==> config.mk <==
export PLATFORM = sky130hd
export DESIGN_NAME = reg_issue_ctrl
export DESIGN_NICKNAME = d
export VERILOG_FILES = /design/src/rtl/reg_issue_ctrl.sv
export SDC_FILE = /design/constraint.sdc
export NUM_CORES = 2
export LEC_CHECK = 0
export CAP_MARGIN = 0
export CORE_MARGIN = 2
export CORE_UTILIZATION = 55
export DETAILED_ROUTE_END_ITERATION = 10
export PLACE_DENSITY = 0.76
export RECOVER_POWER = 50
export SLEW_MARGIN = 20
export SYNTH_ARGS = -nofsm -noshare
export SYNTH_HDL_FRONTEND = slang
export SYNTH_SLANG_ARGS = --single-unit
==> constraint.sdc <==
create_clock -name clock_i -period 22 [get_ports clock_i]
set_clock_uncertainty 0.1 [all_clocks]
set_input_delay 2.2 -clock clock_i [delete_from_list [all_inputs] [get_ports clock_i]]
set_output_delay 2.2 -clock clock_i [all_outputs]
set_load 0.01 [all_outputs]
==> src/rtl/reg_issue_ctrl.sv <==
// reg_issue_ctrl -- dual-lane register issue stage with scoreboard stalls.
//
// Lanes A and B present one instruction each. The stage reads operands from
// a register file that forwards same-cycle writebacks. Stalls come from a
// per-register scoreboard that counts down after each register write.
// Direct register assignments and bank-pointer ops are executed here, then
// retired downstream as NOPs. Everything else is passed through with a
// one-cycle latency.
//
// Ports:
//   clock_i, reset_i                 clock, async active-high reset
//   validx/pwritex/preadx/sreadx_i   per-lane instruction qualifiers
//   functionTypex/opcodex_i          per-lane instruction code
//   primAddrx_i, secOperandx_i       primary register, secondary operand/register
//   flush_i                          synchronous flush of both lanes
//   wbx_i, wbAddrx_i, wbDatax_i      per-lane register writeback
//   stallx_o                         combinational per-lane hold request
//   validx_o ... secValx_o           registered per-lane issue outputs
//   bank_o                           register bank pointer
module reg_issue_ctrl #(
  parameter int DATA_W      = 16,
  parameter int REG_ADDR_W  = 5,
  parameter int BANK_W      = 6,
  parameter int STALL_DELAY = 6,
  parameter int CTR_W       = 3
) (
  input  logic                  clock_i,
  input  logic                  reset_i,
  input  logic                  validA_i,
  input  logic                  pwriteA_i,
  input  logic                  preadA_i,
  input  logic                  sreadA_i,
  input  logic [1:0]            functionTypeA_i,
  input  logic [6:0]            opcodeA_i,
  input  logic [REG_ADDR_W-1:0] primAddrA_i,
  input  logic [DATA_W-1:0]     secOperandA_i,
  input  logic                  validB_i,
  input  logic                  pwriteB_i,
  input  logic                  preadB_i,
  input  logic                  sreadB_i,
  input  logic [1:0]            functionTypeB_i,
  input  logic [6:0]            opcodeB_i,
  input  logic [REG_ADDR_W-1:0] primAddrB_i,
  input  logic [DATA_W-1:0]     secOperandB_i,
  input  logic                  flush_i,
  input  logic                  wbA_i,
  input  logic [REG_ADDR_W-1:0] wbAddrA_i,
  input  logic [DATA_W-1:0]     wbDataA_i,
  input  logic                  wbB_i,
  input  logic [REG_ADDR_W-1:0] wbAddrB_i,
  input  logic [DATA_W-1:0]     wbDataB_i,
  output logic                  stallA_o,
  output logic                  stallB_o,
  output logic                  validA_o,
  output logic                  wbA_o,
  output logic [6:0]            opcodeA_o,
  output logic [1:0]            functionTypeA_o,
  output logic [REG_ADDR_W-1:0] regAddrA_o,
  output logic [DATA_W-1:0]     primValA_o,
  output logic [DATA_W-1:0]     secValA_o,
  output logic                  validB_o,
  output logic                  wbB_o,
  output logic [6:0]            opcodeB_o,
  output logic [1:0]            functionTypeB_o,
  output logic [REG_ADDR_W-1:0] regAddrB_o,
  output logic [DATA_W-1:0]     primValB_o,
  output logic [DATA_W-1:0]     secValB_o,
  output logic [BANK_W-1:0]     bank_o
);

  localparam int NREG = 1 << REG_ADDR_W;
  localparam logic [CTR_W-1:0]  CNT_ZERO = {CTR_W{1'b0}};
  localparam logic [CTR_W-1:0]  CNT_LOAD = CTR_W'(STALL_DELAY);
  localparam logic [CTR_W-1:0]  CNT_ONE  = {{(CTR_W-1){1'b0}}, 1'b1};
  localparam logic [DATA_W-1:0] DATA_ZERO = {DATA_W{1'b0}};
  localparam logic [BANK_W-1:0] BANK_ZERO = {BANK_W{1'b0}};
  localparam logic [BANK_W-1:0] BANK_INC  = {{(BANK_W-1){1'b0}}, 1'b1};
  localparam logic [BANK_W-1:0] BANK_DEC  = {BANK_W{1'b1}};

  logic [DATA_W-1:0] rf_r       [NREG];
  logic [CTR_W-1:0]  scoreCnt_r [NREG];
  logic [BANK_W-1:0] bank_r;

  // Register read with writeback bypass; lane B's writeback is the younger one.
  function automatic logic [DATA_W-1:0] fwdRead(
    input logic [REG_ADDR_W-1:0] addr,
    input logic [DATA_W-1:0]     rfVal,
    input logic                  wbAv,
    input logic [REG_ADDR_W-1:0] wbAaddr,
    input logic [DATA_W-1:0]     wbAdata,
    input logic                  wbBv,
    input logic [REG_ADDR_W-1:0] wbBaddr,
    input logic [DATA_W-1:0]     wbBdata
  );
    if (wbBv && (wbBaddr == addr)) begin
      return wbBdata;
    end else if (wbAv && (wbAaddr == addr)) begin
      return wbAdata;
    end else begin
      return rfVal;
    end
  endfunction

  logic [REG_ADDR_W-1:0] secAddrA_s, secAddrB_s;
  logic hazardA_s, hazardB_s, conflict_s;
  logic acceptA_s, acceptB_s;
  logic isAssignA_s, isAssignB_s, isBankA_s, isBankB_s;
  logic assignA_s, assignB_s, loadA_s, loadB_s;
  logic [DATA_W-1:0] primValA_s, primValB_s, secValA_s, secValB_s;
  logic [BANK_W-1:0] deltaA_s, deltaB_s;

  assign secAddrA_s = secOperandA_i[REG_ADDR_W-1:0];
  assign secAddrB_s = secOperandB_i[REG_ADDR_W-1:0];

  assign hazardA_s = validA_i &
                     ((preadA_i & (scoreCnt_r[primAddrA_i] != CNT_ZERO)) |
                      (sreadA_i & (scoreCnt_r[secAddrA_s] != CNT_ZERO)));
  assign hazardB_s = validB_i &
                     ((preadB_i & (scoreCnt_r[primAddrB_i] != CNT_ZERO)) |
                      (sreadB_i & (scoreCnt_r[secAddrB_s] != CNT_ZERO)));
  // B must not overtake an A that writes a register B touches.
  assign conflict_s = validA_i & pwriteA_i & validB_i &
                      ((((preadB_i | pwriteB_i) & (primAddrB_i == primAddrA_i))) |
                       (sreadB_i & (secAddrB_s == primAddrA_i)));

  // Reset gating keeps the purely input-driven conflict term quiet in reset.
  assign stallA_o = ~reset_i & ~flush_i & hazardA_s;
  assign stallB_o = ~reset_i & ~flush_i & (hazardA_s | hazardB_s | conflict_s);

  assign acceptA_s = validA_i & ~flush_i & ~hazardA_s;
  assign acceptB_s = validB_i & ~flush_i & ~(hazardA_s | hazardB_s | conflict_s);

  assign isAssignA_s = (functionTypeA_i == 2'd1) & pwriteA_i &
                       ((opcodeA_i == 7'd0) | (opcodeA_i == 7'd10));
  assign isAssignB_s = (functionTypeB_i == 2'd1) & pwriteB_i &
                       ((opcodeB_i == 7'd0) | (opcodeB_i == 7'd10));
  assign isBankA_s = (functionTypeA_i == 2'd3) & ((opcodeA_i == 7'd20) | (opcodeA_i == 7'd21));
  assign isBankB_s = (functionTypeB_i == 2'd3) & ((opcodeB_i == 7'd20) | (opcodeB_i == 7'd21));

  assign assignA_s = acceptA_s & isAssignA_s;
  assign assignB_s = acceptB_s & isAssignB_s;
  assign loadA_s   = acceptA_s & pwriteA_i & ~isAssignA_s & ~isBankA_s;
  assign loadB_s   = acceptB_s & pwriteB_i & ~isAssignB_s & ~isBankB_s;

  assign primValA_s = preadA_i ? fwdRead(primAddrA_i, rf_r[primAddrA_i], wbA_i, wbAddrA_i,
                                         wbDataA_i, wbB_i, wbAddrB_i, wbDataB_i) : DATA_ZERO;
  assign primValB_s = preadB_i ? fwdRead(primAddrB_i, rf_r[primAddrB_i], wbA_i, wbAddrA_i,
                                         wbDataA_i, wbB_i, wbAddrB_i, wbDataB_i) : DATA_ZERO;
  assign secValA_s  = sreadA_i ? fwdRead(secAddrA_s, rf_r[secAddrA_s], wbA_i, wbAddrA_i,
                                         wbDataA_i, wbB_i, wbAddrB_i, wbDataB_i) : secOperandA_i;
  assign secValB_s  = sreadB_i ? fwdRead(secAddrB_s, rf_r[secAddrB_s], wbA_i, wbAddrA_i,
                                         wbDataA_i, wbB_i, wbAddrB_i, wbDataB_i) : secOperandB_i;

  // Bank pointer step contributed by each accepted bank op (-1 as all ones).
  always_comb begin
    deltaA_s = BANK_ZERO;
    deltaB_s = BANK_ZERO;
    if (acceptA_s && isBankA_s) begin
      if (opcodeA_i == 7'd20) deltaA_s = BANK_INC;
      else                    deltaA_s = BANK_DEC;
    end else begin
      deltaA_s = BANK_ZERO;
    end
    if (acceptB_s && isBankB_s) begin
      if (opcodeB_i == 7'd20) deltaB_s = BANK_INC;
      else                    deltaB_s = BANK_DEC;
    end else begin
      deltaB_s = BANK_ZERO;
    end
  end

  // Register file: later assignments win, giving wbA < wbB < assignA < assignB.
  always_ff @(posedge clock_i or posedge reset_i) begin
    if (reset_i) begin
      for (int i = 0; i < NREG; i++) rf_r[i] <= DATA_ZERO;
    end else begin
      if (wbA_i)     rf_r[wbAddrA_i]   <= wbDataA_i;
      if (wbB_i)     rf_r[wbAddrB_i]   <= wbDataB_i;
      if (assignA_s) rf_r[primAddrA_i] <= secValA_s;
      if (assignB_s) rf_r[primAddrB_i] <= secValB_s;
    end
  end

  // Scoreboard counters: load beats writeback clear, which beats countdown.
  always_ff @(posedge clock_i or posedge reset_i) begin
    if (reset_i) begin
      for (int i = 0; i < NREG; i++) scoreCnt_r[i] <= CNT_ZERO;
    end else begin
      for (int i = 0; i < NREG; i++) begin
        if ((loadA_s && (primAddrA_i == REG_ADDR_W'(i))) ||
            (loadB_s && (primAddrB_i == REG_ADDR_W'(i)))) begin
          scoreCnt_r[i] <= CNT_LOAD;
        end else if ((wbA_i && (wbAddrA_i == REG_ADDR_W'(i))) ||
                     (wbB_i && (wbAddrB_i == REG_ADDR_W'(i)))) begin
          scoreCnt_r[i] <= CNT_ZERO;
        end else if (scoreCnt_r[i] != CNT_ZERO) begin
          scoreCnt_r[i] <= scoreCnt_r[i] - CNT_ONE;
        end else begin
          scoreCnt_r[i] <= scoreCnt_r[i];
        end
      end
    end
  end

  // Bank pointer wraps naturally at BANK_W bits.
  always_ff @(posedge clock_i or posedge reset_i) begin
    if (reset_i) bank_r <= BANK_ZERO;
    else         bank_r <= bank_r + deltaA_s + deltaB_s;
  end
  assign bank_o = bank_r;

  // Lane A issue register; executed assignments/bank ops retire as NOPs.
  always_ff @(posedge clock_i or posedge reset_i) begin
    if (reset_i) begin
      {validA_o, wbA_o, opcodeA_o, functionTypeA_o, regAddrA_o} <= '0;
      primValA_o <= DATA_ZERO;
      secValA_o  <= DATA_ZERO;
    end else if (acceptA_s) begin
      validA_o   <= 1'b1;
      primValA_o <= primValA_s;
      secValA_o  <= secValA_s;
      if (isAssignA_s || isBankA_s) begin
        {wbA_o, opcodeA_o, functionTypeA_o, regAddrA_o} <= '0;
      end else begin
        wbA_o           <= pwriteA_i;
        opcodeA_o       <= opcodeA_i;
        functionTypeA_o <= functionTypeA_i;
        regAddrA_o      <= primAddrA_i;
      end
    end else begin
      {validA_o, wbA_o, opcodeA_o, functionTypeA_o, regAddrA_o} <= '0;
      primValA_o <= DATA_ZERO;
      secValA_o  <= DATA_ZERO;
    end
  end

  // Lane B issue register; same retirement rules as lane A.
  always_ff @(posedge clock_i or posedge reset_i) begin
    if (reset_i) begin
      {validB_o, wbB_o, opcodeB_o, functionTypeB_o, regAddrB_o} <= '0;
      primValB_o <= DATA_ZERO;
      secValB_o  <= DATA_ZERO;
    end else if (acceptB_s) begin
      validB_o   <= 1'b1;
      primValB_o <= primValB_s;
      secValB_o  <= secValB_s;
      if (isAssignB_s || isBankB_s) begin
        {wbB_o, opcodeB_o, functionTypeB_o, regAddrB_o} <= '0;
      end else begin
        wbB_o           <= pwriteB_i;
        opcodeB_o       <= opcodeB_i;
        functionTypeB_o <= functionTypeB_i;
        regAddrB_o      <= primAddrB_i;
      end
    end else begin
      {validB_o, wbB_o, opcodeB_o, functionTypeB_o, regAddrB_o} <= '0;
      primValB_o <= DATA_ZERO;
      secValB_o  <= DATA_ZERO;
    end
  end

endmodule

==> impl_metrics.py <==
metrics = {
    "detailed_routing": {
        "ant_nets": 0,
        "drt-pass1-iter-count": 10,
        "drc": 0,
        "vias": 62100,
        "drt_iter0_drc": 11900,
        "wl_per_cell_um": 37.9,
        "via_per_inst": 7.84,
        "wirelength_mm": 300,
    },
    "grt": {
        "grt_usage": 0.483,
        "grtUsageMet1": 0.560,
        "grt_pass1_wl_mm": 424,
        "grt_max_degree": 178,
        "overflow": 0,
        "antenna_found_initial": 17,
        "use_met3": 0.284,
        "use_met2": 0.637,
        "grt_pass1_vias": 60000,
        "top_usage_layer": "met2",
    },
    "synth": {
        "post-synth-top-area-cell": "dfrtp_1",
        "syn-instance-count": 6413,
        "synth_edf_count": 0,
        "synth_area_mm2": 0.0661,
        "ys_warn_count": 0,
        "yosys-top-cells-area": "dfrtp_1, mux2i_1, mux4_2",
        "synth_flop_cell": "dfrtp_1",
        "synth_top_area_frac": 0.269,
        "postSynth.asyncResetShare": 1.00,
        "synth_cell_types": 75,
        "ys_seq_elements": 710,
        "synth_nets": 6602,
        "syn_area_per_cell_um2": 10.3,
        "synth.yosys.seq_area_share": 0.269,
    },
    "worst_setup_path": {
        "reg2reg_slack_ps": 15470,
        "crit_buf_inv": 5,
        "worstPathRequired_ps": 21790,
        "reg2reg_depth": 22,
        "crit_family": "buffers and inverters",
        "worst_setup_path_start_kind": "input port",
        "setup.worst_path.start": "reset_i",
        "cp-end-kind": "asynchronous set/reset pin",
        "crit_type": "input port to asynchronous set/reset pin",
        "cpPeakStageDelay_ps": 2990,
        "cp_max_fo": 70,
        "path_cells": "dlygate4sd3_1, clkinvlp_2, clkbuf_1, clkbuf_1, clkbuf_1",
        "reg2reg_from": "scoreCnt_r[2]",
        "slowest_stage": "clkbuf_1",
        "cpMostUsedCell": "clkbuf_1",
        "r2r_end": "bank_o[5]",
        "arrival_ps": 12160,
    },
    "hold_path": {
        "whs_path_depth": 4,
        "min_from": "scoreCnt_r[23]",
        "whs_endpoint": "scoreCnt_r[23]",
        "hp-class": "register to register",
    },
    "sta": {
        "slew_headroom": -3.80,
        "maxSlewViolCount": 650,
        "fin_crit_sh": 0.562,
        "setup_viol": 0,
        "rsz0062_at_grt": "no",
        "tns_ps": 0,
        "finalHoldViolCount": 0,
        "worstMarginPinSlew_ps": 7190,
        "fmax_ghz": 0.0808,
        "fin_crit_ps": 12370,
    },
    "run": {
        "drv_cap": 11,
    },
    "floorplanning": {
        "die_h_um": 351,
        "ios": 219,
        "rows": 127,
        "dieWidth_um": 351,
        "dieArea_mm2": 0.123,
        "coreArea_mm2": 0.119,
        "start_util": 0.553,
    },
    "pwr": {
        "p_leak_nw": 34.8,
        "peakVddDrop_v": 0.0000744,
        "powerDensity_mw_per_mm2": 90.1,
    },
    "cts": {
        "clk_pin_slew_ps": 60,
        "cts-resized-gates": 0,
        "ctsHoldBuffers": 0,
        "clock_latency_ps": 740,
        "cts_setup_buffers": 0,
        "cts_buffers": 87,
        "htreeDepth": 3,
        "cts.sinks": 710,
        "clockBufferDepth": 3,
        "cts_tree": "built",
        "root_buffer": "clkbuf_16",
    },
    "run_status": {
        "violations": "capacitance limit, slew limit",
        "outcome": "finished, violations left",
    },
    "placed_design": {
        "io_buffers": 218,
        "place_hpwl_mm": 182,
        "place_congestion": 1.07,
    },
    "final_layout": {
        "post-route-util": 0.610,
        "regArea_mm2": 0.0178,
        "nets": 6422,
        "fillCellCount": 9616,
        "multi_input_area_mm2": 0.0453,
        "drive_gt1_frac": 0.190,
        "syn_to_final_growth_pct": 10.3,
    },
}
[layer usage]
metal / up-vias / part of all wire
li1: 23600 / -
met1: 29900 / 0.32
met2: 6491 / 0.39
met4: 22 / 0.11
met5: - / 0.0010
met3: 2051 / 0.19
[final cells by class]
class                           count  share of cell area
Multi-Input combinational cell   4822               0.621
Sequential cell                   710               0.244
Timing Repair Buffer              479              0.0590
Clock buffer                      126              0.0354
Tap cell                         1612              0.0277
Inverter                          133             0.00690
Clock inverter                     28             0.00572
Antenna cell                        7            0.000240
[worst reg2reg max path, delay by kind of cell, from the launching register on]
| family | cells | cell delay (ps) |
|---|---|---|
| flip-flops | 1 | 450 |
| buffers and inverters | 6 | 1530 |
| adder cells (fa/ha/maj) | 3 | 1060 |
| multiplexers | 1 | 200 |
| AO/OA/AOI/OAI | 5 | 1010 |
| XOR/XNOR | 3 | 440 |
| AND/OR/NAND/NOR | 4 | 1620 |
[power by group]
part	switching (mW)	total [mW]	internal, mW
clock network	0.658	1.57	0.908
logic	1.51	2.87	1.36
registers	0.468	2.13	1.66
[worst max-delay path by stage]
stage,cells after the start,slack (ps),end
finish,5,9630,rf_r[343]
detailed placement,23,13510,bank_o[5]
CTS,11,13650,stallB_o
floorplan,1,9980,bank_o[0]
global route,5,8120,rf_r[343]
global placement,24,13580,bank_o[5]
[state kept, by name, indices dropped and copies added (netlist names)]
| name | flops |
|---|---|
| validA_o | 1 |
| secValA_o | 16 |
| regAddrA_o | 5 |
| wbA_o | 1 |
| primValB_o | 16 |
| validB_o | 1 |
| functionTypeB_o | 2 |
| regAddrB_o | 5 |
| opcodeA_o | 7 |
| secValB_o | 16 |
| scoreCnt_r | 96 |
| rf_r | 512 |
| opcodeB_o | 7 |
| functionTypeA_o | 2 |
| wbB_o | 1 |
| bank_o | 6 |
| primValA_o | 16 |
[cell usage after synthesis (8+ instances only)]
library cell / n
o31ai_1: 62
o31a_1: 33
a2111oi_0: 15
and3_1: 36
nor4_4: 16
buf_1: 113
nand3_1: 32
buf_6: 14
clkbuf_1: 525
mux2i_1: 1584
o221ai_1: 19
dfrtp_1: 710
a21oi_1: 351
nand4_1: 18
nand2_1: 546
a31oi_1: 21
mux4_2: 643
nor4_1: 24
a221oi_1: 16
nand2b_1: 20
ha_1: 68
inv_1: 128
o21ai_0: 388
clkbuf_4: 20
a211oi_1: 19
or2_2: 8
nor3_1: 129
o22ai_1: 31
or3_1: 16
nor2b_1: 25
xnor2_1: 22
nor2_1: 463
buf_2: 68
and2_1: 34
nand4_2: 41
xor2_1: 68
[kinds of logic (layout without fill, tap and decap cells)]
kind of cell	Yosys count	count (layout)	share of synthesized area
AOI/OAI and AO/OA	993	993	0.0864
xor gates and xnor gates	90	90	0.0119
adders and majority gates	74	74	0.0147
buffers and inverters	881	766	0.0547
DFF	710	710	0.269
muxes	2233	2233	0.461
other	0	7	0
and+or+nand+nor	1432	1432	0.103
[placed cells by master (no fill, tap or decap), types with 9 or more instances in the layout]
| cell | netlist | routed |
|---|---|---|
| xor2_1 | 68 | 68 |
| o22ai_2 | 0 | 14 |
| o31a_1 | 33 | 32 |
| mux4_2 | 643 | 643 |
| ha_1 | 68 | 68 |
| nor2_1 | 463 | 437 |
| o21ai_0 | 388 | 388 |
| or3_1 | 16 | 16 |
| inv_1 | 128 | 126 |
| mux2i_1 | 1584 | 1584 |
| nor2_4 | 0 | 16 |
| nor2_2 | 0 | 10 |
| a221oi_4 | 0 | 13 |
| buf_4 | 7 | 242 |
| clkinv_2 | 0 | 9 |
| a2111oi_0 | 15 | 15 |
| o31ai_1 | 62 | 62 |
| clkbuf_16 | 0 | 90 |
| and3_1 | 36 | 36 |
| clkbuf_8 | 0 | 19 |
| and2_1 | 34 | 34 |
| a211oi_1 | 19 | 19 |
| nor4_1 | 24 | 24 |
| clkbuf_1 | 525 | 29 |
| o221ai_1 | 19 | 19 |
| nor2b_1 | 25 | 25 |
| clkdlybuf4s50_1 | 0 | 98 |
| nand4_2 | 41 | 37 |
| o22ai_1 | 31 | 17 |
| nand3_1 | 32 | 29 |
| nand2b_1 | 20 | 20 |
| xnor2_1 | 22 | 22 |
| nor4_4 | 16 | 16 |
| nand4_1 | 18 | 18 |
| a31oi_1 | 21 | 20 |
| a21oi_1 | 351 | 346 |
| dfrtp_1 | 710 | 710 |
| nor3_1 | 129 | 122 |
| dlygate4sd3_1 | 0 | 103 |
| nand2_1 | 546 | 546 |
[metrics by stage]
stage	setup slack (ps)	cell area, um2	cells	total power, mW	hold slack [ps]
after floorplan	9980	66100	6413	4.00	495
after global placement	13580	69600	7742	4.70	522
after detailed placement	13510	69700	7744	4.83	524
after CTS	13650	72700	7898	6.38	541
after global routing	8120	72900	7912	6.83	598
final	9630	72900	7917	6.56	546
Note: power is estimated with default switching activity, not from simulation.
